<file path="src/rtl/tnoc_output_arbiter.sv">
// Packet-granular round-robin arbiter for one router output port.
// The grant is held until the owner's tail flit is accepted downstream.

// One lane per requester: wins when it requests and no requester ahead of it
// in the rotated order (starting at ptr) is requesting.
module tnoc_output_arbiter_lane #(
  parameter int REQUESTS = 5,
  parameter int INDEX    = 0,
  parameter int IDX_W    = $clog2(REQUESTS)
)(
  input  logic [REQUESTS-1:0] eff_req,
  input  logic [IDX_W-1:0]    ptr,
  output logic                win
);
  localparam logic [IDX_W-1:0] SELF = IDX_W'(INDEX);

  logic blocked;
  logic ahead;

  always_comb begin
    blocked = 1'b0;
    ahead   = 1'b0;
    for (int j = 0; j < REQUESTS; j++) begin
      // j precedes SELF when it lies in the cyclic range [ptr, SELF)
      if (SELF >= ptr) ahead = (IDX_W'(j) >= ptr) && (IDX_W'(j) < SELF);
      else             ahead = (IDX_W'(j) >= ptr) || (IDX_W'(j) < SELF);
      if (ahead && eff_req[j]) blocked = 1'b1;
    end
  end

  assign win = eff_req[INDEX] && !blocked;
endmodule

module tnoc_output_arbiter #(
  parameter int                  REQUESTS     = 5,
  parameter logic [REQUESTS-1:0] REQUEST_MASK = '1
)(
  input  logic                          clk,
  input  logic                          rst,
  input  logic [REQUESTS-1:0]           i_request,
  input  logic                          i_output_available,
  input  logic                          i_free,
  output logic [REQUESTS-1:0]           o_grant,
  output logic [$clog2(REQUESTS)-1:0]   o_grant_index,
  output logic                          o_busy,
  output logic                          o_protocol_error
);
  localparam int IDX_W = $clog2(REQUESTS);

  typedef enum logic { IDLE, GRANTED } state_t;

  typedef struct packed {
    logic [REQUESTS-1:0] grant;
    logic [IDX_W-1:0]    index;
  } arb_t;

  state_t              state_q, state_d;
  arb_t                cur_q, cur_d;
  logic [IDX_W-1:0]    ptr_q, ptr_d;
  logic                perr_q, perr_d;

  logic [REQUESTS-1:0] eff_req;
  logic [REQUESTS-1:0] win;
  logic [IDX_W-1:0]    win_idx;
  logic [IDX_W-1:0]    ptr_inc;
  logic [IDX_W-1:0]    arb_ptr;
  logic                any_req;

  assign eff_req = i_request & REQUEST_MASK;
  assign any_req = |eff_req;
  assign ptr_inc = (cur_q.index == IDX_W'(REQUESTS - 1)) ? '0 : cur_q.index + 1'b1;
  // While granted, arbitration only matters on i_free, and then the released
  // owner must already be lowest priority.
  assign arb_ptr = (state_q == GRANTED) ? ptr_inc : ptr_q;

  for (genvar i = 0; i < REQUESTS; i++) begin : g_lane
    tnoc_output_arbiter_lane #(
      .REQUESTS (REQUESTS),
      .INDEX    (i),
      .IDX_W    (IDX_W)
    ) u_lane (
      .eff_req (eff_req),
      .ptr     (arb_ptr),
      .win     (win[i])
    );
  end

  always_comb begin
    win_idx = '0;
    for (int i = 0; i < REQUESTS; i++)
      if (win[i]) win_idx = IDX_W'(i);
  end

  always_comb begin
    state_d = state_q;
    cur_d   = cur_q;
    ptr_d   = ptr_q;
    perr_d  = perr_q;
    case (state_q)
      IDLE: begin
        if (i_free) perr_d = 1'b1;
        if (any_req && i_output_available) begin
          cur_d.grant = win;
          cur_d.index = win_idx;
          state_d     = GRANTED;
        end else begin
          cur_d.grant = '0;
        end
      end
      GRANTED: begin
        if (i_free) begin
          ptr_d = ptr_inc;
          if (any_req && i_output_available) begin
            cur_d.grant = win;
            cur_d.index = win_idx;
          end else begin
            cur_d.grant = '0;
            state_d     = IDLE;
          end
        end
      end
      default: state_d = IDLE;
    endcase
  end

  always_ff @(posedge clk or posedge rst) begin
    if (rst) begin
      state_q <= IDLE;
      cur_q   <= '0;
      ptr_q   <= '0;
      perr_q  <= 1'b0;
    end else begin
      state_q <= state_d;
      cur_q   <= cur_d;
      ptr_q   <= ptr_d;
      perr_q  <= perr_d;
    end
  end

  assign o_grant          = cur_q.grant;
  assign o_grant_index    = cur_q.index;
  assign o_busy           = (state_q == GRANTED);
  assign o_protocol_error = perr_q;
endmodule

</file>
<file path="config.mk">
export PLATFORM = sky130hd
export DESIGN_NAME = tnoc_output_arbiter
export DESIGN_NICKNAME = d
export VERILOG_FILES = /design/src/rtl/tnoc_output_arbiter.sv
export SDC_FILE = /design/constraint.sdc
export NUM_CORES = 1
export LEC_CHECK = 0
export CORE_MARGIN = 4
export CORE_UTILIZATION = 54
export DETAILED_ROUTE_END_ITERATION = 8
export GPL_TIMING_DRIVEN = 0
export PLACE_DENSITY = 0.83
export SYNTH_ARGS = -nofsm -noshare
export SYNTH_HDL_FRONTEND = slang
export SYNTH_HIERARCHICAL = 1
export SYNTH_SLANG_ARGS = --single-unit
export TNS_END_PERCENT = 20
</file>
<file path="constraint.sdc">
create_clock -name clk -period 4.3 [get_ports clk]
set_clock_uncertainty 0.05 [all_clocks]
set_input_delay 1.29 -clock clk [delete_from_list [all_inputs] [get_ports clk]]
set_output_delay 1.29 -clock clk [all_outputs]
set_load 0.005 [all_outputs]
</file>
After elaboration in Yosys (flattened, before gate mapping)
Index checks and enable logic that the tools add are counted.
Operators by class
  add/subtract/negate cells: 1
  reduce and logical (&&, ||, !) cells: 34
  $lt $le $gt $ge: 5
  mux-type cells: 53
  eq/ne operators: 2
  bitwise gates (word level): 1
Operator list (number)
  $mux 1: 43
  $logic_and 1x1->1: 26
  $pmux 8 s2: 1
  $mux 3: 4
  $mux 8: 1
  $ge 1x3->1 const A: 2
  $ge 2x3->1 const A: 2
  $logic_not 1->1: 5
  $mux 5: 1
  $reduce_or 5->1: 1
  $mux 2: 2
  $reduce_and 2->1: 2
  $add 3x1->3 const B: 1
  $eq 3x3->1 const B: 1
  $ge 3x3->1 const A: 1
  $ne 2x2->1 const B: 1
  $pmux 1 s2: 1
  $not 1->1: 1
Storage, ports and cells
  output and inout port bits: 10
  register bits: 13

Logic depth before layout (Yosys ltp)
Gate-level depths: netlist of the first run.
  depth after elaboration: 19
  depth in mapped cells: 12
  depth with buffers taken out: 12

Cells and area by module
Netlist of the first run, hierarchy kept.
By module, submodules not included
  tnoc_output_arbiter: cells an instance 60, area each 654.4 um2, times used 1
  tnoc_output_arbiter_lane at g_lane[2].u_lane: cells an instance 11, area each 67.6 um2, times used 1
  tnoc_output_arbiter_lane at g_lane[4].u_lane: cells an instance 10, area each 67.6 um2, times used 1
  tnoc_output_arbiter_lane at g_lane[3].u_lane: cells an instance 10, area each 57.6 um2, times used 1
  tnoc_output_arbiter_lane at g_lane[0].u_lane: cells an instance 9, area each 56.3 um2, times used 1
  tnoc_output_arbiter_lane at g_lane[1].u_lane: cells an instance 8, area each 48.8 um2, times used 1

Worst setup path after synthesis of the first run
OpenSTA, ideal clock, no wires.
  kind: reg-to-reg
  from: register cur_q (netlist bit o_grant_index[0])
  to: register cur_q (netlist bit o_grant_index[0])
  setup time: 0.125 ns
  setup slack: 1.719 ns
  cell stages (with the launch flop): 13
  clock period less this slack: 2.581 ns
  data required time: 4.125 ns
  data arrival time: 2.406 ns
  path through: dfrtp_1 > inv_1 > ha_1 > nor2_1 > mux2i_1 > a21oi_1 > inv_1 > a21oi_2 > o21ai_1 > a211oi_2 > nand2b_1 > a21oi_1 > mux2_4
Between the ends
  elaborated cells between the ends (all ways): 72
  classes of those cells: add/sub: 1; order compare: 5; eq/ne: 1; mux: 41; reduce/logical: 24
RTL lines
  start, declared: line 58  | arb_t cur_q, cur_d;
  start signal, assigned: line 134  | cur_q <= cur_d;
  $add 3x1->3 / $eq 3x3->1 (equally long branches): line 71  | assign ptr_inc = (cur_q.index == IDX_W'(REQUESTS - 1)) ? '0 : cur_q.index + 1'b1;
  $mux 3 (*): line 71
  $mux 3 (*): line 74  | assign arb_ptr = (state_q == GRANTED) ? ptr_inc : ptr_q;
  named net arb_ptr[2]: line 66  | logic [IDX_W-1:0] arb_ptr;
  $ge 1x3->1 / $ge 2x3->1 (equally long branches): line 25, 26
  $mux 1: line 25  | if (SELF >= ptr) ahead = (IDX_W'(j) >= ptr) && (IDX_W'(j) < SELF);
  $logic_and 1x1->1: line 27  | if (ahead && eff_req[j]) blocked = 1'b1;
  $mux 1 (3 in a row): line 27
  $mux 1 (*): line 27
  $logic_not 1->1 (*): line 31  | assign win = eff_req[INDEX] && !blocked;
  $logic_and 1x1->1 (*): line 31
  named net win[2]: line 63  | logic [REQUESTS-1:0] win;
  $mux 2 (*) (2 in a row): line 91  | if (win[i]) win_idx = IDX_W'(i);
  $mux 3 (*): line 91
  $mux 3 (*): line 102, 113
  $mux 8: line 111  | if (i_free) begin
  $pmux 8 s2 (*): line 99  | case (state_q)
Mark *: on every way through the listed nets, which the timed path passes. The rest lies on a longest branch. The select of a mux whose other input is x is not followed.
A chain may end at the register's enable or synchronous reset.

Worst setup path in the final report of the first run
  from: input i_request[4]
  to: register cur_q (netlist bit o_grant_index[0])
Between the ends
  elaborated cells between the ends (all ways): 22
  classes of those cells: mux: 10; reduce/logical: 12
RTL lines
  start, declared: line 40  | input logic [REQUESTS-1:0] i_request,
  $logic_and 1x1->1 (*): line 27
  $mux 1 (*): line 27
  $logic_not 1->1 (*): line 31
  $logic_and 1x1->1 (*): line 31
  named net win[3]: line 63
  $mux 2 (*): line 91
  $mux 3 (*): line 91
  $mux 3 (*): line 102, 113
  $mux 8: line 111
  $pmux 8 s2 (*): line 99
Marks and branches as above.

==> run metrics, run 1 <==
Final Cycle Share=between 70% and 80%; Post-synth top flop=dfrtp_1; largest net degree at the start of global routing=17; Final Critical Period=~3.1 ns; Switching Power=approximately 230 µW; Arr. time, crit path=3.18 ns; fin nets=about 140; metal2 WL=946 µm; Post-Syn Area per Cell=between 8 and 9 µm²; PortBufs=18; hold depth=1; row cnt=14; Max Root-Sink Buffers=2; Leak=0.0004722 µW; met3 WL post-DR=~130 µm; part of the power in combinational logic=between 50% and 60%; Top delay family on crit path=buffers and inverters; # setup viols final=0; main area contributors after synthesis=dfrtp_1 34%, nand2_1 5.9%, mux2_2 4.7%; Peak VDD IR=0.0003264 V; CP Capture Type=register; Setup TNS Final=0 ns; Final Instance Area=about 1200 µm²; RSZ-0062 raised after global routing=false; post-synthesis sequential area ratio=between 30% and 40%; status=complete, no violations; clk sink count=13; Post-CTS Setup Bufs=0; Synthesized Nets=~120; area grow syn2layout=23.78%; placer congestion estimate=roughly 0.77; CTS root buf=clkbuf_4; clock network fraction of total power=between 10% and 20%; synthesized flop and latch total=13; Crit path top cell by count=a21oi_1; hpwl dp=1556 µm; Vias=865; Pint=between 300 and 400 µW; ys async rst share=100.0%; CTS Hold Bufs=0; sequential share of power=30.7%; slew margin rel.=a little under two fifths; vias in the first global route=812; Initial Utilization=60.40%; Post-synth EDFFs=0; share of cells above drive strength 1=between 10% and 20%; maxcap violations=0; core area=about 1600 µm²; final hold vios=0; Max Slew Vio Count=0; Crit-path slowest cell=clkdlybuf4s50_1; first-pass GRT wire length=3208 µm; most frequent cells in the layout=18 x clkdlybuf4s50_1, 15 x nand2_1, 13 x dfrtp_1; Top Metal Used=met4; initial antenna violation count=0; unique cell type count in the Yosys netlist=34; Yosys top cell by area=dfrtp_1; die width=49.99 µm; Synth Cell Area=952.2 µm²; hold crit path type=register to register; ANT cells=0; Fmax=325.5 MHz; worst skew pair latency=between 0.2 and 0.3 ns; routed vias/inst=5.925; Final ANT Viol Nets=0; Max H-tree Level=1; Bufs and invs on worst path=2; Overall Power=575.1 µW; die height=about 50 µm; router iterations before antenna repair=4; CP max stage delay=0.77 ns; initial drt markers=21; share of the synthesized area in the top cell type=34.17%; io pins=19; total length of routed wires=1974 µm; CTS resizes=0; CTS tree=done; Syn. warnings=6; Worst EP required=around 4.4 ns; worst reg2reg path depth=12; Post-DP Area=1152 µm²; slew of the pin with the lowest slew margin=0.9353 ns; startpoint types=input pin; WL/cell=around 14 µm; die area=2499 µm²; CTS Buf Count=3; met1 WL=841 µm; Cell Chain, Critical Path=clkdlybuf4s50_1 -> or3b_1 -> a21oi_1 -> nor3_1 -> inv_1 -> a21oi_1 -> mux2_4; DRC viols=0; CP Class=input pin to register; Critical Path Stages=7; All-Layer GR Usage=16.60%; Max Fanout on Critical Path=10; clock-pin slew on the worst setup and hold paths=~0.08 ns; Switching Fraction=roughly 40%; most common cell after layout, fill and taps aside=clkdlybuf4s50_1; power density over the cells=487.9 nW/µm²; Post-Synthesis Cells=108; GRT Residual Overflow=0
## per-stage QoR
step / cells / setup slack (ns) / hold WS (ns) / util (%)
2_1_floorplan: 108 / 1.719 / 0.4008 / -
3_3_place_gp: 142 / 1.048 / 0.3890 / 73.10
3_5_place_dp: 142 / 0.9588 / 0.4014 / 73.10
4_1_cts: 146 / 1.240 / 0.4201 / 74.76
5_1_grt: 146 / 0.8558 / 0.4390 / 74.76
6_report: 146 / 1.228 / 0.4137 / 74.76
## Yosys cell counts, types with 2 or more instances
| cell | n |
|---|---|
| nand2_1 | 15 |
| dfrtp_1 | 13 |
| inv_1 | 9 |
| nor2_1 | 8 |
| o21ai_0 | 7 |
| a21oi_1 | 6 |
| nand2b_1 | 5 |
| mux2_2 | 4 |
| nor2b_1 | 4 |
| o21ai_1 | 4 |
| a21o_1 | 2 |
| a21oi_2 | 2 |
| ha_1 | 2 |
| mux2i_1 | 2 |
| nor3_1 | 2 |
| nor3b_1 | 2 |
| nor4_2 | 2 |
| o21bai_1 | 2 |
| o31ai_1 | 2 |
## flip-flops by register name (all words and copies together), names as in the netlist
name,cells
o_busy,1
o_grant,5
o_grant_index,3
o_protocol_error,1
ptr_q,3
## worst reg2reg max path, stage by stage (launching register included)
cell      delay, ns
dfrtp_1        0.43
inv_1          0.07
ha_1           0.21
nor2_1         0.10
mux2i_1        0.09
a21oi_1        0.75
inv_1          0.16
a31oi_1        0.17
o21ai_0        0.12
a211oi_2       0.29
nand2b_1       0.15
a21oi_1        0.06
mux2_4         0.27
## worst paths after layout
path	slack (ns)	startpoint	end
min reg2reg	0.41	o_protocol_error$_DFFE_PP0P_	o_protocol_error$_DFFE_PP0P_
max	1.23	i_request[4]	o_grant_index[0]$_DFFE_PP0P_
min	0.41	o_protocol_error$_DFFE_PP0P_	o_protocol_error$_DFFE_PP0P_
min in group asynchronous	1.28	rst	o_protocol_error$_DFFE_PP0P_
max in group asynchronous	2.59	rst	o_grant[1]$_DFFE_PP0P_
max reg2reg	1.26	o_grant_index[0]$_DFFE_PP0P_	o_grant_index[0]$_DFFE_PP0P_
## per-layer routing
metal,up-vias,GRT usage (%)
met3,6,2.711
met5,-,0
met1,401,18.74
li1,428,-
met2,30,27.83
met4,0,11.98
## power by group through the flow
stage	Combinational [µW]	Clock, µW	Sequential [µW]
after floorplan	222	0	177
after global placement	307	0	177
after detailed placement	324	0	179
after CTS	325	76.9	177
after global routing	358	83.6	181
final	323	75.6	177
## cell families after synthesis
group           share of synthesized area [%]
simple gates                            23.91
buf+inv                                 3.942
compound gates                          26.94
mux                                     8.409
fa+ha+maj                               2.628
flops                                   34.17
## final cells by class
class	instances	area [µm²]
well taps	16	20.02
fillers	119	397.9
repair buffers	18	180.2
flip-flops and latches	13	325.3
plain buffers	1	3.754
inverters	9	33.78
clock buffers	4	26.28
multi-input cells	85	589.3
(Power assumes the default switching activity.)
==> run 2, diff against run 1 <==
--- a/config.mk
+++ b/config.mk
@@ -6,10 +6,10 @@
 export NUM_CORES = 1
 export LEC_CHECK = 0
 export CORE_MARGIN = 4
-export CORE_UTILIZATION = 54
+export CORE_UTILIZATION = 45
 export DETAILED_ROUTE_END_ITERATION = 8
 export GPL_TIMING_DRIVEN = 0
-export PLACE_DENSITY = 0.83
+export PLACE_DENSITY = 0.74
 export SYNTH_ARGS = -nofsm -noshare
 export SYNTH_HDL_FRONTEND = slang
 export SYNTH_HIERARCHICAL = 1
==> constraint.sdc (replaced) <==
create_clock -name clk -period 2.5 [get_ports clk]
set_clock_uncertainty 0.05 [all_clocks]
set_input_delay 0.75 -clock clk [delete_from_list [all_inputs] [get_ports clk]]
set_output_delay 0.75 -clock clk [all_outputs]
set_load 0.005 [all_outputs]
==> run metrics, run 2 (same netlist as run 1, synthesis figures left out) <==
clk sink count=13; Arr. time, crit path=~2.6 ns; initial drt markers=5; Cell Chain, Critical Path=clkbuf_1 -> mux2_2 -> or3b_1 -> a21oi_1 -> nor3_2 -> inv_1 -> a21oi_1 -> mux2_4; CTS Buf Count=3; row cnt=16; largest net degree at the start of global routing=17; worst skew pair latency=approximately 0.27 ns; CTS tree=done; first-pass GRT wire length=between 3000 and 4000 µm; Final Instance Area=1230 µm²; r2r setup slk=0.05 ns; Max H-tree Level=1; Final ANT Viol Nets=0; metal2 WL=1027 µm; placer congestion estimate=0.7689; initial antenna violation count=0; Max Root-Sink Buffers=2; Setup TNS Final=0 ns; CTS root buf=clkbuf_4; clock-pin slew on the worst setup and hold paths=0.08 ns; Max Fanout on Critical Path=16; CP max stage delay=0.51 ns; slew margin rel.=62.82%; die area=2916 µm²; hold depth=1; status=complete, no violations; All-Layer GR Usage=16.43%; hpwl dp=about 1600 µm; Final Critical Period=2.448 ns; most frequent cells in the layout=17 x clkdlybuf4s50_1, 15 x nand2_1, 13 x dfrtp_1; Top Metal Used=met4; CTS Hold Bufs=0; met1 WL=between 800 and 900 µm; router iterations before antenna repair=4; Vias=852; die height=~54 µm; most common cell after layout, fill and taps aside=clkdlybuf4s50_1; Hold EP=o_protocol_error$_DFFE_PP0P_; CP Capture Type=register; startpoint types=register; die width=around 54 µm; Max Slew Vio Count=0; ANT cells=0; Reg2Reg Launch Point=o_busy$_DFF_PP0_; io pins=19; vias in the first global route=885; CP Class=register to register; met3 WL post-DR=112 µm; final hold vios=0; # setup viols final=0; Final Cycle Share=97.93%; GRT Residual Overflow=0; PortBufs=18; routed vias/inst=~5.4; final core occ=~62%; Peak VDD IR=0.0004087 V; RSZ-0062 raised after global routing=true; Crit-path slowest cell=mux2_2; share of cells above drive strength 1=15.91%; capture point of the worst reg-to-reg path=o_grant_index[0]$_DFFE_PP0P_; Worst EP required=roughly 2.6 ns; Largest register FFs=5; Crit path top cell by count=a21oi_1; Post-DP Area=about 1200 µm²; maxcap violations=0; total length of routed wires=a little over 2000 µm; Leak=~0.00050 µW; Fmax=408.4 MHz; core area=1982 µm²; slew of the pin with the lowest slew margin=between 0.5 and 0.6 ns; fin nets=approximately 140; worst reg2reg path depth=8; WL/cell=between 10 and 15 µm; hold crit path type=register to register; fill count=around 170; Hold Startpoint=o_protocol_error$_DFFE_PP0P_; DRC viols=0; area grow syn2layout=29.17%; power density over the cells=828.6 nW/µm²; Initial Utilization=between 40% and 50%
run 2: cell count changes in the layout (fill, tap and decap cells not counted), sizes merged:
cell,delta
buf,+2
clkdlybuf4s50,-1
dlymetal6s2s,+1
run 2: worst max-delay path by stage:
| stage | startpoint | endpoint | slack [ns] | depth (start not counted) |
|---|---|---|---|---|
| CTS | i_request[4] | o_grant_index[0]$_DFFE_PP0P_ | 0.03 | 7 |
| global placement | i_request[4] | o_grant_index[0]$_DFFE_PP0P_ | -0.23 | 7 |
| detailed placement | i_request[4] | o_grant_index[0]$_DFFE_PP0P_ | -0.26 | 7 |
| floorplan | o_grant_index[0]$_DFFE_PP0P_ | o_grant_index[0]$_DFFE_PP0P_ | 0.15 | 12 |
| global route | o_busy$_DFF_PP0_ | o_grant_index[0]$_DFFE_PP0P_ | -0.07 | 8 |
| finish | o_busy$_DFF_PP0_ | o_grant_index[0]$_DFFE_PP0P_ | 0.05 | 8 |
run 2: metal layers:
metal | vias to the layer above | GRT usage, %
met5 | - | 0
met4 | 0 | 8.714
met3 | 2 | 0.8310
met2 | 20 | 32.06
met1 | 400 | 17.31
li1 | 430 | -
run 2: worst max-delay path: cells and delay by family, from the launching register on:
family,cells,cell delay [ns]
muxes,2,0.78
and+or+nand+nor,2,0.48
AOI/OAI and AO/OA,2,0.24
DFF,1,0.35
buffers and inverters,2,0.44
run 2: area by class of cell:
type,instances,area [µm²],area share [%]
well taps,27,33.78,2.747
multi-input cells,85,609.3,49.54
repair buffers,20,197.7,16.07
inverters,9,33.78,2.747
flip-flops and latches,13,325.3,26.45
plain buffers,1,3.754,0.3052
clock buffers,4,26.28,2.136
run 2: repair_timing:
action | in CTS | in global routing
setup endpoints to repair | 1 | 2
resized for setup | 1 | 3
pin swaps | 1 | 0
setup buffers | 2 | 0
run 2: metrics by stage:
step | instances | total power, µW | worst slack, ns | hold slack (ns)
detailed placement | 153 | 866.6 | -0.2620 | 0.3935
global route | 159 | 1112 | -0.07020 | 0.4247
CTS | 159 | 1015 | 0.02543 | 0.4115
floorplan | 108 | 688.5 | 0.1470 | 0.4008
global placement | 153 | 838.1 | -0.2331 | 0.3906
finish | 159 | 1019 | 0.05163 | 0.4100
run 2: power breakdown:
part	internal (µW)	switching, µW	total (µW)
combinational	284	303	587
sequential	266	40.0	306
clock	61.7	65.0	127
total	611	408	1020
